**src/rtl/gcd_engine.sv**
```systemverilog
// gcd_engine: subtractive GCD unit with start/done handshake.
// Ports: clk, rst_n, start, a_in, b_in -> busy, done, result, iter_count, err_zero.
module gcd_engine #(
    parameter int WIDTH = 16
) (
    input  logic             clk,
    input  logic             rst_n,
    input  logic             start,
    input  logic [WIDTH-1:0] a_in,
    input  logic [WIDTH-1:0] b_in,
    output logic             busy,
    output logic             done,
    output logic [WIDTH-1:0] result,
    output logic [WIDTH-1:0] iter_count,
    output logic             err_zero
);

    typedef enum logic [1:0] {
        IDLE = 2'd0,
        CALC = 2'd1,
        DONE = 2'd2
    } state_e;

    state_e           state_q, state_d;
    logic [WIDTH-1:0] a_q, a_d;
    logic [WIDTH-1:0] b_q, b_d;
    logic [WIDTH-1:0] result_q, result_d;
    logic [WIDTH-1:0] iter_q, iter_d;
    logic             err_q, err_d;

    logic a_zero, b_zero;

    assign a_zero = (a_q == '0);
    assign b_zero = (b_q == '0);

    always_comb begin
        state_d  = state_q;
        a_d      = a_q;
        b_d      = b_q;
        result_d = result_q;
        iter_d   = iter_q;
        err_d    = err_q;
        unique case (state_q)
            IDLE: begin
                if (start) begin
                    a_d     = a_in;
                    b_d     = b_in;
                    iter_d  = '0;
                    err_d   = 1'b0;
                    state_d = CALC;
                end
            end
            CALC: begin
                // One decision per cycle; the larger value is always the
                // minuend, so the subtraction cannot wrap.
                if (a_zero && b_zero) begin
                    result_d = '0;
                    err_d    = 1'b1;
                    state_d  = DONE;
                end else if (b_zero) begin
                    result_d = a_q;
                    state_d  = DONE;
                end else if (a_zero) begin
                    result_d = b_q;
                    state_d  = DONE;
                end else if (a_q == b_q) begin
                    result_d = a_q;
                    state_d  = DONE;
                end else if (a_q > b_q) begin
                    a_d    = a_q - b_q;
                    iter_d = iter_q + WIDTH'(1);
                end else begin
                    b_d    = b_q - a_q;
                    iter_d = iter_q + WIDTH'(1);
                end
            end
            DONE: begin
                state_d = IDLE;
            end
            default: begin
                state_d = IDLE;
            end
        endcase
    end

    always_ff @(posedge clk or negedge rst_n) begin
        if (!rst_n) begin
            state_q  <= IDLE;
            a_q      <= '0;
            b_q      <= '0;
            result_q <= '0;
            iter_q   <= '0;
            err_q    <= 1'b0;
        end else begin
            state_q  <= state_d;
            a_q      <= a_d;
            b_q      <= b_d;
            result_q <= result_d;
            iter_q   <= iter_d;
            err_q    <= err_d;
        end
    end

    // Status decoded from registered state only.
    assign busy       = (state_q == CALC);
    assign done       = (state_q == DONE);
    assign result     = result_q;
    assign iter_count = iter_q;
    assign err_zero   = err_q;

endmodule

```
**config.mk**
```make
export PLATFORM = sky130hd
export DESIGN_NAME = gcd_engine
export DESIGN_NICKNAME = d
export VERILOG_FILES = /design/src/rtl/gcd_engine.sv
export SDC_FILE = /design/constraint.sdc
export NUM_CORES = 1
export LEC_CHECK = 0
export BUFFER_PORTS_ARGS = -buffer_cell sky130_fd_sc_hd__clkbuf_2
export CAP_MARGIN = 20
export CORE_MARGIN = 2
export CORE_UTILIZATION = 53
export DETAILED_ROUTE_END_ITERATION = 16
export HOLD_SLACK_MARGIN = 0.05
export PLACE_DENSITY = 0.82
export SYNTH_ARGS = -nofsm -noshare
export SYNTH_HDL_FRONTEND = slang
export SYNTH_SLANG_ARGS = --single-unit
```
**constraint.sdc**
```tcl
create_clock -name clk -period 2.3 [get_ports clk]
set_input_delay 0.345 -clock clk [delete_from_list [all_inputs] [get_ports clk]]
set_output_delay 0.345 -clock clk [all_outputs]
set_load 0.03 [all_outputs]
```
---- After elaboration in Yosys (flattened, before gate mapping) ----
Cells that the tools add are included.
storage, ports and cells
  flip-flop bits (word level) ............. 67
  bits of input ports ..................... 35
  output and inout bits ................... 35
  word-level logic and storage cells ...... 67
operators by class
  add/sub/neg operators ................... 3
  $lt $le $gt $ge ......................... 1
  equal/unequal tests ..................... 12
  multiplexer cells ....................... 33
  reductions and logical operators ........ 12
operators with widths
  operator                                               count
  two-way mux 16 bit                                     21
  case mux 16 bit (2 select lines)                       3
  zero test 16 bit                                       2
  subtractor 16 bit                                      2
  adder 16 x 1 -> 16 bit, second input constant          1
  == test 16 bit                                         1
  greater-than comparator 16 bit                         1
  AND reduction 7 bit                                    2
  inequality test 2 bit, second input constant           6
  two-way mux 2 bit                                      5
  AND reduction 6 bit                                    1
  inequality test 5 x 1 -> 1 bit, second input constant  1
  inequality test 2 x 1 -> 1 bit, second input constant  2
  case mux 2 bit (2 select lines)                        1
  AND reduction 2 bit                                    2
  nonzero test 4 bit                                     1
  AND reduction 3 bit                                    1
  == test 2 x 1 -> 1 bit, second input constant          1
  == test 2 bit, second input constant                   1
  zero test 2 bit                                        1
  two-way mux 1 bit                                      2
  case mux 1 bit (2 select lines)                        1
  nonzero test 2 bit                                     1
  logical AND 1 bit                                      1

---- Depth between registers and ports, before layout ----
Gate-level depths: netlist of the first run.
  word-level depth ........................ 7
  mapped depth ............................ 12
  mapped depth without buffers ............ 10

---- Least setup slack after synthesis of the first run ----
Ideal clock, no wire load.
  path kind ............................... flip-flop to flip-flop
  start point ............................. register a_q[0]
  end point ............................... register b_q[12]
  library setup time ...................... 0.131 ns
  arrival time ............................ 2.371 ns
  data required time ...................... 2.169 ns
  setup slack ............................. -0.202 ns
  stages on the path, launching flop included .. 12
  path buffers ............................ 2
  clock period less this slack ............ 2.502 ns
  path through ............................ dfrtp_1 -> inv_1 -> ha_1 -> fa_1 -> nor2b_4 -> o31a_1 -> o31ai_4 -> a211o_2 -> a31oi_2 -> buf_6 -> buf_4 -> a21oi_1
between the ends
  word-level cells in the longest chain between the ends .. 7
  elaborated cells between the ends (all ways) .. 16
  those cells by class .................... add/sub (1); order compare (1); eq/ne (5); mux (6); reduce/logical (3)
RTL lines
  what                              RTL line  text
  start: declaration                25        logic [WIDTH-1:0] a_q, a_d;
  start signal: assignment          89        a_q <= '0;
  start signal: assignment          96        a_q <= a_d;
  subtractor 16 bit                 73        b_d = b_q - a_q;
  two-way mux 16 bit                69        end else if (a_q > b_q) begin
  two-way mux 16 bit                66        end else if (a_q == b_q) begin
  two-way mux 16 bit                63        end else if (a_zero) begin
  two-way mux 16 bit                60        end else if (b_zero) begin
  two-way mux 16 bit                56        if (a_zero && b_zero) begin
  case mux 16 bit (2 select lines)  43        unique case (state_q)
  end signal: assignment            90        b_q <= '0;
  end signal: assignment            97        b_q <= b_d;
  end: declaration                  26        logic [WIDTH-1:0] b_q, b_d;
Parallel ways exist; a longest one is shown, timed or not. The select of a mux whose other input is x is not followed.
A chain may end at the register's enable or synchronous reset.

---- Worst setup path in the final report of the first run ----
  start point ............................. register b_q[1]
  end point ............................... register a_q[14]
between the ends
  word-level cells in the longest chain between the ends .. 7
  elaborated cells between the ends (all ways) .. 16
  those cells by class .................... add/sub (1); order compare (1); eq/ne (5); mux (6); reduce/logical (3)
RTL lines
  what                              RTL line  text
  subtractor 16 bit                 70        a_d = a_q - b_q;
  two-way mux 16 bit                69
  two-way mux 16 bit                66
  two-way mux 16 bit                63
  two-way mux 16 bit                60
  two-way mux 16 bit                56
  case mux 16 bit (2 select lines)  43
Parallel ways exist; a longest one is shown, timed or not. The select of a mux whose other input is x is not followed.

==> results.yml, run 1 <==
synthesis:
  synth_nets: 648
  ys.flop_type: "dfrtp_1"
  synthTopCellsByArea: "dfrtp_1 (35%), ha_1 (8.3%), a21oi_1 (6.0%)"
  netlist_area_mm2: 0.00481
  synthCells: 579
  ys_ff_latch: 67
  synth-seq-area-share_pct: 34.9
  yosysWarnings: 0
  synth_edf_count: 0
  async_flop_share_pct: 100
  ys_types: 63
  synth.top_cell.area_share_pct: 34.9
  synth_most_common_cell: "dfrtp_1"
  syn_area_per_cell_um2: 8.31
  synth_common_cells: "dfrtp_1 (67), a21oi_1 (58), nand2_1 (57)"
  synth_top_area_cell: "dfrtp_1"
die:
  core-area_mm2: 0.00876
  row_count: 34
  start_util_pct: 54.9
  dieArea_mm2: 0.00986
  die_w_um: 99.3
  io_pins: 70
  die_h_um: 99.3
cells_and_area:
  final_layout_size_suffix_gt1_share_pct: 40.0
  antennaDiodeCount: 0
  syn_to_final_growth_pct: 47.5
  final_nets: 844
cts:
  cts_buffers: 9
  cts_root_buffer: "clkbuf_8"
  cts_tree: "yes"
  worstSkewPairLatency_ns: 0.36
  clock_sinks: 67
  clk_pin_slew_ns: 0.09
  cts_htree_levels: 3
  clk_path_buf_depth: 2
global_route:
  grt_usage_pct: 35.2
  antenna_found_initial: 0
  first_global_vias: 5351
  grt_max_degree: 39
  grt_overflow: 0
  grt_pass1_wl_mm: 27.3
worst_setup_path:
  critical_path.top_delay_family: "compound AO/OA/AOI/OAI gates"
  max_stage_delay_ns: 0.46
  setup.worst_path.class: "register to register"
  crit_path_max_fanout: 4
  start_kind: "register"
  crit_path_frequent_cell: "buf_6"
  cp_data_arrival_time_ns: 3.04
  crit_chain: "buf_4 > fa_2 > nor2b_4 > o31a_1 > o31ai_4 > a211o_4 > a21oi_4 > buf_6 > buf_6 > o21ai_1 > o22ai_1"
  slowest_stage: "dfrtp_1"
  cp-end-kind: "register"
  required_ns: 2.56
  crit_buf_inv: 3
sta:
  period_needed_ns: 2.78
  final_hold_viol_count: 0
  max_freq_mhz: 360
  setup_violations: 46
  fin_skew_ns: 0.0108
  max_slew.worst_pin.slew_ns: 0.632
  slew_viol_final: 0
  maxSlewHeadroom_pct: 57.9
  rsz0062_at_grt: "yes"
  layout_setup_ws_ns: -0.476
  finalCritPeriodShare_pct: 121
flow_run:
  cap_violations: 0
placed_design:
  dp_worst_setup_slack_ns: -0.273
  place_congestion: 0.975
  dp_hpwl_mm: 11.6
  io_buffers: 69
min_path:
  hold_path.class: "input port to register"
drt:
  drc: 0
  drt-vias-per-instance: 6.68
  dr.pass1.iters: 8
  routed_wl_mm: 20.4
  final_antenna_net_count: 0
  wl_per_cell_um: 22.9
  vias: 5934
  drt_iter0_drc: 706
outcome:
  violations: "negative setup slack"
  status: "finished, violations left"
[final cells by class]
class	instances	area [µm²]
clock buffers	10	128
clock inverters	6	90.1
fillers	459	1670
inverters	45	173
multi-input cells	436	3260
flip-flops and latches	67	1680
well taps	108	135
repair buffers	216	1630
[cell families after synthesis]
logic type	count (synthesis)	share of synthesized area, %
adders and majority gates	34	9.15
DFF	67	34.9
buffers and inverters	78	6.94
AOI/OAI and AO/OA	174	22.9
xor gates and xnor gates	26	4.73
and+or+nand+nor	193	19.9
muxes	7	1.51
[worst reg2reg max path, stage by stage (launching register included)]
cell and delay [ns]:
dfrtp_1 0.46, buf_4 0.17, fa_2 0.40, nor2b_4 0.14, o31a_1 0.29, o31ai_4 0.12, a211o_4 0.39, a21oi_4 0.19
buf_6 0.14, buf_6 0.11, o21ai_1 0.07, o22ai_1 0.20
[placed cells by master, fill, tap and decap left out, drive strengths merged, types with 4 or more instances in the layout]
cell,Yosys,routed
or3,8,8
nor2b,8,8
inv,45,44
xnor2,15,15
nor4,11,11
clkbuf,18,81
and3,6,6
a21oi,59,59
and2,4,4
mux2i,5,5
a31oi,13,13
o21ai,46,46
nor3,11,11
dfrtp,67,67
a211oi,9,9
nand4,10,11
xor2,11,11
nand2,57,57
o21a,8,8
and4,4,4
buf,15,144
o211ai,7,7
nand3,13,13
nor2,54,54
ha,32,32
o31ai,3,4
a21o,7,7
[per-layer routing]
metal	routed length, µm	global-route usage (%)
met1	6750	42.0
met5	0	0
met2	9490	59.1
met3	2280	6.25
met4	1830	21.4
[final timing paths]
kind / start / slack, ns / depth (start not counted) / to
hold reg to reg: result[6] / 0.50 / 2 / result[6]
setup reg to reg: b_q[1] / -0.48 / 11 / a_q[14]
hold / removal: a_in[7] / 0.21 / 3 / a_q[7]
min in group asynchronous: rst_n / 0.52 / 2 / b_q[13]
setup / recovery: b_q[1] / -0.48 / 11 / a_q[14]
max in group asynchronous: rst_n / 1.11 / 3 / result[12]
[registers in the layout, summed over array words and instances (netlist names)]
signal,cells
err_zero,1
state_q,2
b_q,16
iter_count,16
result,16
a_q,16
[per-stage QoR]
stage               setup TNS [ns]  area, µm²  std cells  util, %  hold slack [ns]
detailed placement          -10.75       6020        830     68.7            0.394
floorplan                    -3.74       4870        579        -           0.0494
CTS                          -6.55       6590        862     75.1            0.222
global route                -17.10       7090        888     81.0            0.226
global placement             -4.86       6020        830     68.7            0.395
finish                      -14.94       7090        888     81.0            0.207
[what timing repair did]
item,CTS,global route
gates resized for setup,33,62
setup buffers,13,22
gates cloned,3,4
pin swaps,18,23
hold endpoints to repair,25,0
hold buffers,1,0
endpoints found under the setup margin,63,62
Power of run 1 is not shown: default switching activity piles up to over one toggle a cycle in this logic, so the estimate is an artifact.
==> run 2: changes to the inputs <==
CTS_CLUSTER_SIZE = 14   (was unset)
GPL_TIMING_DRIVEN = 0   (was unset)
==> run 2 against run 1 <==
The run still ends with negative setup slack left. Design area shrank 9.9%. Non-clock buffer count is 62 lower. Worst setup slack gained 0.13 ns. Sequential share of layout area rose by 2.8 points. Final cell count decreased by 7.2%. Critical path type unchanged. Core utilization shrank 8.0 points. Via count shrank 14%. Flip-flop and latch count stayed put. Hold slack worse by 0.0036 ns. Clock skew up 0.0048 ns.
==> results.yml, run 2 (synthesized netlist as in run 1, its figures left out) <==
drt:
  wl_per_cell_um: 19.8
  dr.pass1.iters: 7
  final_antenna_net_count: 0
  drt_iter0_drc: 494
  routed_wl_mm: 16.4
  drc: 0
  drt-vias-per-instance: 6.22
  vias: 5126
sta:
  max_freq_mhz: 378
  layout_setup_ws_ns: -0.345
  maxSlewHeadroom_pct: 53.0
  final_hold_viol_count: 0
  setup_violations: 64
  slew_viol_final: 0
  fin_skew_ns: 0.0156
  period_needed_ns: 2.64
  max_slew.worst_pin.slew_ns: 0.703
  rsz0062_at_grt: "yes"
  finalCritPeriodShare_pct: 115
flow_run:
  cap_violations: 0
cells_and_area:
  final_cell_mix: "clkbuf_2 (73), dfrtp_1 (58), nand2_1 (52)"
  fin_area_mm2: 0.00639
  final_layout_size_suffix_gt1_share_pct: 33.4
  antennaDiodeCount: 0
  syn_to_final_growth_pct: 32.9
  final_nets: 780
  final_common_cell: "clkbuf_2"
cts:
  cts_tree: "yes"
  cts_buffers: 9
  cts_root_buffer: "clkbuf_8"
  clock_sinks: 67
  cts_htree_levels: 3
  clk_pin_slew_ns: 0.08
  worstSkewPairLatency_ns: 0.37
  clk_path_buf_depth: 2
die:
  core-area_mm2: 0.00876
  io_pins: 70
  die_h_um: 99.3
  die_w_um: 99.3
  dieArea_mm2: 0.00986
  row_count: 34
  start_util_pct: 54.9
worst_setup_path:
  setup.worst_path.class: "register to register"
  crit_path_max_fanout: 6
  cp-end-kind: "register"
  cp_data_arrival_time_ns: 2.93
  crit_buf_inv: 2
  slowest_stage: "dfrtp_1"
  start_kind: "register"
  crit_chain: "ha_2 > fa_2 > nor2b_4 > o31a_1 > o31ai_4 > a211o_4 > a21oi_4 > buf_12 > buf_8 > nor2_1 > a21oi_1"
  critical_path.top_delay_family: "compound AO/OA/AOI/OAI gates"
  max_stage_delay_ns: 0.41
  required_ns: 2.58
placed_design:
  io_buffers: 69
  dp_hpwl_mm: 10.8
  place_congestion: 0.954
  placed_area_mm2: 0.00538
global_route:
  grt_pass1_wl_mm: 24.9
  grt_usage_pct: 32.4
  first_global_vias: 4932
  grt_overflow: 0
  grt_max_degree: 55
  antenna_found_initial: 0
outcome:
  status: "finished, violations left"
  violations: "negative setup slack"
min_path:
  hold_path.class: "input port to register"
run 2: cell types whose count changed in the layout (fill, tap and decap cells not counted), moves of 6 or more:
cell | previous run | this run
ha_1 | 19 | 25
dfrtp_2 | 0 | 9
dfrtp_1 | 67 | 58
clkbuf_1 | 1 | 7
buf_4 | 122 | 47
run 2: final timing paths:
check / from / end / slack, ns / depth (start not counted)
worst max-delay path: b_q[0] / a_q[0] / -0.34 / 11
worst min-delay path: a_in[5] / a_q[5] / 0.20 / 3
worst max register to register: b_q[0] / a_q[0] / -0.34 / 11
worst min register to register: result[11] / result[11] / 0.48 / 2
max in group asynchronous: rst_n / b_q[1] / 1.32 / 3
min in group asynchronous: rst_n / b_q[10] / 0.40 / 2
run 2: metrics by stage:
stage	hold slack, ns	setup slack [ns]	setup TNS, ns	std cells	utilization [%]
global route	0.230	-0.401	-19.01	824	73.0
detailed placement	0.259	-0.547	-25.50	757	61.4
finish	0.203	-0.345	-13.15	824	73.0
floorplan	0.0494	-0.193	-3.74	579	-
global placement	0.471	-0.514	-21.82	756	61.0
CTS	0.211	-0.303	-9.03	807	69.6
run 2: layout make-up:
class | count | area, µm²
multi-input combinational | 434 | 3110
fill | 638 | 2370
sequential | 67 | 1690
timing repair buffer | 125 | 871
buffer | 29 | 224
inverter | 45 | 169
tap | 108 | 135
clock buffer | 9 | 124
clock inverter | 7 | 76.3
run 2: repair_timing:
| item | 4_1_cts | 5_1_grt |
|---|---|---|
| buffers inserted | 34 | 17 |
| endpoints found under the setup margin | 66 | 66 |
| cloned | 3 | 1 |
| hold endpoints to repair | 13 | 0 |
| resized for setup | 64 | 52 |
| hold buffers | 1 | 0 |
| pin swaps | 25 | 17 |
run 2: worst min-delay path, cell delays in order:
cell and delay, ns:
clkbuf_2 0.08, nand2_1 0.04, a31oi_1 0.07
run 2: per-layer routing:
metal  routed length (µm)  global-route usage, %  vias to the layer above
met5                    0                      0                        -
met3                 1540                   6.96                       95
met1                 6010                   39.1                     2398
met2                 7780                   53.8                      329
met4                 1020                   18.0                        0
li1                     -                      -                     2304
Power of run 2 is left out for the same reason.
